$ cat src/rtl/ysyx_23060061_axi_arbiter_pkg.sv
// Shared definitions for the 2-master AXI4 arbiter: grant states, master indices, AXI codes.
package ysyx_23060061_axi_arbiter_pkg;

    typedef enum logic [2:0] {
        ST_IDLE = 3'd0,
        ST_RD0  = 3'd1,
        ST_RD1  = 3'd2,
        ST_WR0  = 3'd3,
        ST_WR1  = 3'd4
    } state_e;

    localparam int M_IFU = 0;
    localparam int M_LSU = 1;

    localparam logic [1:0] RESP_OKAY   = 2'b00;
    localparam logic [1:0] RESP_SLVERR = 2'b10;
    localparam logic [1:0] BURST_INCR  = 2'b01;

    // A write only counts as a request once both address and data are offered.
    function automatic logic is_req(input logic arvalid, input logic awvalid, input logic wvalid);
        return arvalid | (awvalid & wvalid);
    endfunction

endpackage

$ cat src/rtl/ysyx_23060061_arb_pick.sv
// Two-way one-hot picker. Round-robin tie-break under YSYX_23060061_ARB_RR_EN,
// otherwise the LSU (index 1) always wins a tie.
module ysyx_23060061_arb_pick
    import ysyx_23060061_axi_arbiter_pkg::*;
(
    input  logic [1:0] req,
`ifdef YSYX_23060061_ARB_RR_EN
    input  logic       rr_last,
`endif
    output logic [1:0] gnt
);

    always_comb begin
        gnt = req;
        if (req == 2'b11) begin
            gnt = 2'b00;
`ifdef YSYX_23060061_ARB_RR_EN
            // The master that did not win the previous grant goes first.
            if (rr_last) gnt[M_IFU] = 1'b1;
            else         gnt[M_LSU] = 1'b1;
`else
            gnt[M_LSU] = 1'b1;
`endif
        end
    end

endmodule

$ cat src/rtl/ysyx_23060061_axi_arbiter.sv
// 2-master (IFU=m0, LSU=m1) to 1-slave AXI4 arbiter, one whole transaction per grant.
// Tie-break policy selected by YSYX_23060061_ARB_RR_EN (round-robin) else fixed LSU priority.
module ysyx_23060061_axi_arbiter
    import ysyx_23060061_axi_arbiter_pkg::*;
#(
    parameter int AW  = 32,
    parameter int DW  = 32,
    parameter int IDW = 4
) (
    input  logic            clk,
    input  logic            rst,
    // m0 (IFU)
    input  logic            m0_arvalid,
    input  logic [AW-1:0]   m0_araddr,
    input  logic [IDW-1:0]  m0_arid,
    input  logic [7:0]      m0_arlen,
    input  logic [2:0]      m0_arsize,
    input  logic [1:0]      m0_arburst,
    output logic            m0_arready,
    output logic [DW-1:0]   m0_rdata,
    output logic [1:0]      m0_rresp,
    output logic            m0_rvalid,
    output logic            m0_rlast,
    output logic [IDW-1:0]  m0_rid,
    input  logic            m0_rready,
    input  logic            m0_awvalid,
    input  logic [AW-1:0]   m0_awaddr,
    input  logic [IDW-1:0]  m0_awid,
    input  logic [7:0]      m0_awlen,
    input  logic [2:0]      m0_awsize,
    input  logic [1:0]      m0_awburst,
    output logic            m0_awready,
    input  logic [DW-1:0]   m0_wdata,
    input  logic [DW/8-1:0] m0_wstrb,
    input  logic            m0_wvalid,
    input  logic            m0_wlast,
    output logic            m0_wready,
    output logic [1:0]      m0_bresp,
    output logic            m0_bvalid,
    output logic [IDW-1:0]  m0_bid,
    input  logic            m0_bready,
    // m1 (LSU)
    input  logic            m1_arvalid,
    input  logic [AW-1:0]   m1_araddr,
    input  logic [IDW-1:0]  m1_arid,
    input  logic [7:0]      m1_arlen,
    input  logic [2:0]      m1_arsize,
    input  logic [1:0]      m1_arburst,
    output logic            m1_arready,
    output logic [DW-1:0]   m1_rdata,
    output logic [1:0]      m1_rresp,
    output logic            m1_rvalid,
    output logic            m1_rlast,
    output logic [IDW-1:0]  m1_rid,
    input  logic            m1_rready,
    input  logic            m1_awvalid,
    input  logic [AW-1:0]   m1_awaddr,
    input  logic [IDW-1:0]  m1_awid,
    input  logic [7:0]      m1_awlen,
    input  logic [2:0]      m1_awsize,
    input  logic [1:0]      m1_awburst,
    output logic            m1_awready,
    input  logic [DW-1:0]   m1_wdata,
    input  logic [DW/8-1:0] m1_wstrb,
    input  logic            m1_wvalid,
    input  logic            m1_wlast,
    output logic            m1_wready,
    output logic [1:0]      m1_bresp,
    output logic            m1_bvalid,
    output logic [IDW-1:0]  m1_bid,
    input  logic            m1_bready,
    // slave
    output logic            s_arvalid,
    output logic [AW-1:0]   s_araddr,
    output logic [IDW-1:0]  s_arid,
    output logic [7:0]      s_arlen,
    output logic [2:0]      s_arsize,
    output logic [1:0]      s_arburst,
    input  logic            s_arready,
    input  logic [DW-1:0]   s_rdata,
    input  logic [1:0]      s_rresp,
    input  logic            s_rvalid,
    input  logic            s_rlast,
    input  logic [IDW-1:0]  s_rid,
    output logic            s_rready,
    output logic            s_awvalid,
    output logic [AW-1:0]   s_awaddr,
    output logic [IDW-1:0]  s_awid,
    output logic [7:0]      s_awlen,
    output logic [2:0]      s_awsize,
    output logic [1:0]      s_awburst,
    input  logic            s_awready,
    output logic [DW-1:0]   s_wdata,
    output logic [DW/8-1:0] s_wstrb,
    output logic            s_wvalid,
    output logic            s_wlast,
    input  logic            s_wready,
    input  logic [1:0]      s_bresp,
    input  logic            s_bvalid,
    input  logic [IDW-1:0]  s_bid,
    output logic            s_bready
);

    state_e     state_q, state_d;
    logic [1:0] req, gnt;
    logic       rd_act, wr_act, sel_m1;

    assign req = {is_req(m1_arvalid, m1_awvalid, m1_wvalid),
                  is_req(m0_arvalid, m0_awvalid, m0_wvalid)};

`ifdef YSYX_23060061_ARB_RR_EN
    logic rr_last_q, rr_last_d;

    assign rr_last_d = (state_q == ST_IDLE && gnt != 2'b00) ? gnt[M_LSU] : rr_last_q;

    always_ff @(posedge clk) begin
        if (!rst) rr_last_q <= 1'b0;
        else      rr_last_q <= rr_last_d;
    end

    ysyx_23060061_arb_pick u_pick (.req(req), .rr_last(rr_last_q), .gnt(gnt));
`else
    ysyx_23060061_arb_pick u_pick (.req(req), .gnt(gnt));
`endif

    // NOTE: reset is synchronous (rst sampled only on clk), and state flops use <= so every
    // flop sees pre-edge values regardless of process evaluation order.
    always_ff @(posedge clk) begin
        if (!rst) state_q <= ST_IDLE;
        else      state_q <= state_d;
    end

    // NOTE: state_d gets a default before the case so no path leaves it unassigned (no latch).
    always_comb begin
        state_d = state_q;
        case (state_q)
            ST_IDLE: begin
                if (gnt[M_LSU])      state_d = (m1_awvalid & m1_wvalid) ? ST_WR1 : ST_RD1;
                else if (gnt[M_IFU]) state_d = (m0_awvalid & m0_wvalid) ? ST_WR0 : ST_RD0;
            end
            ST_RD0, ST_RD1: if (s_rvalid & s_rready & s_rlast) state_d = ST_IDLE;
            ST_WR0, ST_WR1: if (s_bvalid & s_bready)           state_d = ST_IDLE;
            default:        state_d = ST_IDLE;
        endcase
    end

    assign rd_act = (state_q == ST_RD0) || (state_q == ST_RD1);
    assign wr_act = (state_q == ST_WR0) || (state_q == ST_WR1);
    assign sel_m1 = (state_q == ST_RD1) || (state_q == ST_WR1);

    // Payloads are muxed freely; only valids/readies are gated by the grant.
    assign s_araddr  = sel_m1 ? m1_araddr  : m0_araddr;
    assign s_arid    = sel_m1 ? m1_arid    : m0_arid;
    assign s_arlen   = sel_m1 ? m1_arlen   : m0_arlen;
    assign s_arsize  = sel_m1 ? m1_arsize  : m0_arsize;
    assign s_arburst = sel_m1 ? m1_arburst : m0_arburst;
    assign s_awaddr  = sel_m1 ? m1_awaddr  : m0_awaddr;
    assign s_awid    = sel_m1 ? m1_awid    : m0_awid;
    assign s_awlen   = sel_m1 ? m1_awlen   : m0_awlen;
    assign s_awsize  = sel_m1 ? m1_awsize  : m0_awsize;
    assign s_awburst = sel_m1 ? m1_awburst : m0_awburst;
    assign s_wdata   = sel_m1 ? m1_wdata   : m0_wdata;
    assign s_wstrb   = sel_m1 ? m1_wstrb   : m0_wstrb;
    assign s_wlast   = sel_m1 ? m1_wlast   : m0_wlast;

    assign m0_rdata = s_rdata;
    assign m0_rresp = s_rresp;
    assign m0_rlast = s_rlast;
    assign m0_rid   = s_rid;
    assign m1_rdata = s_rdata;
    assign m1_rresp = s_rresp;
    assign m1_rlast = s_rlast;
    assign m1_rid   = s_rid;
    assign m0_bresp = s_bresp;
    assign m0_bid   = s_bid;
    assign m1_bresp = s_bresp;
    assign m1_bid   = s_bid;

    always_comb begin
        s_arvalid  = 1'b0;
        s_rready   = 1'b0;
        s_awvalid  = 1'b0;
        s_wvalid   = 1'b0;
        s_bready   = 1'b0;
        m0_arready = 1'b0;
        m0_rvalid  = 1'b0;
        m0_awready = 1'b0;
        m0_wready  = 1'b0;
        m0_bvalid  = 1'b0;
        m1_arready = 1'b0;
        m1_rvalid  = 1'b0;
        m1_awready = 1'b0;
        m1_wready  = 1'b0;
        m1_bvalid  = 1'b0;
        if (rd_act) begin
            s_arvalid  = sel_m1 ? m1_arvalid : m0_arvalid;
            s_rready   = sel_m1 ? m1_rready  : m0_rready;
            m0_arready = !sel_m1 & s_arready;
            m0_rvalid  = !sel_m1 & s_rvalid;
            m1_arready =  sel_m1 & s_arready;
            m1_rvalid  =  sel_m1 & s_rvalid;
        end
        if (wr_act) begin
            s_awvalid  = sel_m1 ? m1_awvalid : m0_awvalid;
            s_wvalid   = sel_m1 ? m1_wvalid  : m0_wvalid;
            s_bready   = sel_m1 ? m1_bready  : m0_bready;
            m0_awready = !sel_m1 & s_awready;
            m0_wready  = !sel_m1 & s_wready;
            m0_bvalid  = !sel_m1 & s_bvalid;
            m1_awready =  sel_m1 & s_awready;
            m1_wready  =  sel_m1 & s_wready;
            m1_bvalid  =  sel_m1 & s_bvalid;
        end
    end

endmodule

$ cat config.mk
export PLATFORM = sky130hd
export DESIGN_NAME = ysyx_23060061_axi_arbiter
export DESIGN_NICKNAME = d
export VERILOG_FILES = /design/src/rtl/ysyx_23060061_axi_arbiter_pkg.sv /design/src/rtl/ysyx_23060061_arb_pick.sv /design/src/rtl/ysyx_23060061_axi_arbiter.sv
export SDC_FILE = /design/constraint.sdc
export NUM_CORES = 1
export LEC_CHECK = 0
export BUFFER_PORTS_ARGS = -buffer_cell sky130_fd_sc_hd__buf_2
export CAP_MARGIN = 20
export CORE_AREA = 2 2 220 222
export DETAILED_ROUTE_END_ITERATION = 12
export DIE_AREA = 0 0 222 224
export PLACE_DENSITY = 0.35
export SYNTH_ARGS = -nofsm -noshare
export SYNTH_HDL_FRONTEND = slang
export SYNTH_SLANG_ARGS = --single-unit
$ cat constraint.sdc
create_clock -name clk -period 1.7 [get_ports clk]
set_input_delay 0.17 -clock clk [delete_from_list [all_inputs] [get_ports clk]]
set_output_delay 0.17 -clock clk [all_outputs]
set_load 0.1 [all_outputs]
==> summary.txt <==
Proportion of netlist area held by the largest area contributor: 35.80%
Cell Int Power: 0.003062 W
Cell taking the most area after synthesis: mux2_2
Regs by FF count: state_q (3)
Die H: 224 um
RR Startpoint: state_q[2]
Fmax: 504.7 MHz
Post-DP HPWL: 17,530 um
Total CTS buffers: 3
Clk sink count: 3
Reg2reg end: state_q[0]
Slew @ Worst Pin: 484.0 ps
GRT overflow: 0
Global Route met2 Usage: 13.54%
Most numerous cell in the Yosys netlist: buf_4
Setup WS post-layout: -281.5 ps
Max-slew headroom: 67.95%
Switching fraction of total power: 63.87%
Largest net degree at the start of global routing: 19
Worst skew pair latency: 220 ps
Routed via count: 3,702
Comb power frac: 94.6%
Xor and xnor area share after synthesis: 0.6083%
Residual DRC count: 0
Worst EP arrival: 1810 ps
Syn avg cell area: 9.188 um2
Number of I/O port buffers: 439
Initial Utilization: 5.647%
Reg2Reg Setup Slack: 200 ps
Hold path depth: 3
Layout area overhead: 160.3%
Multi-input logic area: 2013 um2
Fin crit period: 1981 ps
Crit end category: primary output
Root Driver: clkbuf_16
Setup WS pre-CTS: -177.3 ps
Reg clk slew, reported paths: 30 ps
Peak VDD IR: 0.2904 mV
DR WL/cell: 15.65 um
# H-tree levels: 1
Die Wd: 222 um
Top reg by flops: state_q
TritonRoute pass-1 iters: 4
M1 GR Usage: 7.555%
Core Region: 47,350 um2
Vias per std cell: 2.906
Vias in the first global route: 4,040
Flip-flop count of the largest register after layout: 3
Status: complete, but fails checks
M3 GR Usage: 2.912%
Distinct cells, synth: 25
Worst Hold Path EP: state_q[2]
Power density over cell area: 1218 nW/um2
Final setup violation count: 138
Worst Skew: 0.1152 ps
GRT Total Usage: 7.287%
Setup TNS: -29,380 ps
Endpoints failing hold: 0
Number of flops mapped to enable cells by yosys: 0
Seq/Total Area, Yosys: 2.246%
Syn Nets: 623
Sequential power share: 1.0%
R2R depth: 5
Reg area: 62.56 um2
Switching pwr: 0.005413 W
Fin Hold WS: 203.8 ps
Synth Area in Compound Gates: 4.212%
Min-delay src: rst
Routed WL: 19,940 um
Worst Path Required: 1530 ps
Clock share of power: 4.4%
Final net count: 988
Worst setup SP type: flip-flop
Hold Path Class: in2reg
Ys flop type: dfxtp_1
Synth Area in Simple Gates: 6.177%
Fin. max-slew vios: 0
Cell Rows: 80
TritonCTS clock tree: yes
Layout cells sized above 1: 95.42%
Period utilization: 116.6%
Mux cell area share after synthesis: 56.86%
Crit Path Category: reg2out
Post-Synthesis Cell Area: 2674 um2
Final ANT Viol Nets: 0
Global-route wire length before repair: 26,620 um
Die Area: 49,730 um2
CP Max Fanout: 15
Area contributors post-synth: mux2_2 (36%), buf_4 (26%), mux2_1 (21%)
Iter 0 DRT Violations: 62
Largest family of logic cells by synthesized area: multiplexers
Filler Cell Count: 5,358
GRT Max-Usage Layer: met2
Unrepaired setup endpoints after global routing: true
#FFs+latches synth: 3
Synth Area in Adders: 0%
Leak Pwr: 3.262 nW
Async SR Flop Fraction: 0%
Max Cap Viol: 0
Synthesized instance count: 291
Routability congestion estimate: 0.7385
Synth warn: 0
Boundary pin count: 572
Antenna violations before repair: 10
Failing checks: setup timing
Synth top cells by count: buf_4 (92), mux2_2 (85), mux2_1 (50), buf_2 (9), and3_1 (6)
Max Root-Sink Buffers: 2
-- cells by family (layout without fill, tap and decap cells) --
| family | count (synthesis) | after routing |
|---|---|---|
| multiplexers | 135 | 135 |
| flip-flops | 3 | 3 |
| AND/OR/NAND/NOR | 28 | 28 |
| AO/OA/AOI/OAI | 16 | 16 |
| buffers and inverters | 108 | 472 |
| other | 0 | 4 |
| XOR/XNOR | 1 | 1 |
-- how the worst max path moves through the flow --
stage,startpoint,endpoint,slack (ps),depth (start not counted)
CTS,state_q[2],s_wdata[25],-310,6
global placement,state_q[2],s_wdata[20],-170,6
floorplan,state_q[2],s_awaddr[28],-100,6
finish,state_q[2],s_wdata[19],-280,6
detailed placement,state_q[2],s_wdata[20],-180,6
global route,state_q[2],s_wdata[19],-340,6
-- critical path: stages, from the launching register on --
cell     delay, ps
dfxtp_2        320
xnor2_2        150
nor2_4         170
buf_12         180
buf_12         170
mux2_2         380
buf_8          180
-- power groups by stage --
stage	registers [W]	clock network, W	logic [W]
floorplan	0.0000841	0	0.00622
global placement	0.0000860	0	0.00724
detailed placement	0.0000860	0	0.00724
CTS	0.0000856	0.000379	0.00790
global route	0.0000865	0.000385	0.00823
finish	0.0000857	0.000374	0.00801
-- cell type report --
class | instances | share of cell area, %
multi-input cells | 180 | 28.93
flip-flops and latches | 3 | 0.8990
repair buffers | 468 | 57.84
well taps | 615 | 11.06
clock buffers | 4 | 1.133
diodes | 4 | 0.1438
-- layout by cell type (no fill, tap or decap), drive strengths merged --
| master | instances |
|---|---|
| a21oi | 5 |
| a2111o | 1 |
| xnor2 | 1 |
| dfxtp | 3 |
| o21ai | 3 |
| diode | 4 |
| and2 | 3 |
| nor2 | 6 |
| nand2 | 4 |
| and3 | 6 |
| and3b | 1 |
| nor3 | 3 |
| nor4bb | 2 |
| mux2 | 135 |
| a211oi | 1 |
| a22oi | 2 |
| a311oi | 1 |
| clkbuf | 4 |
| nor3b | 1 |
| a32o | 3 |
| buf | 468 |
| nor2b | 2 |
-- metal layers --
layer	up-vias	wire, um
li1	1683	-
met1	1659	7197
met2	318	10090
met3	32	2031
met4	10	549
met5	-	63
-- repair_timing --
action / CTS / global route
hold endpoints to repair: 0 / 0
hold buffers: 0 / 0
cloned: 0 / 0
setup buffers: 1 / 3
endpoints found under the setup margin: 141 / 142
gates resized for setup: 206 / 53
-- through the flow --
step                      util (%)  cells  power (W)  cell area [um2]
after floorplan                  -    291   0.006299             2760
after global placement       12.67   1263   0.007329             6001
after detailed placement     12.67   1263   0.007330             6001
after CTS                    14.26   1268   0.008366             6753
after global routing         14.69   1273   0.008704             6957
final                        14.70   1274   0.008475             6959
(Power assumes the default switching activity.)
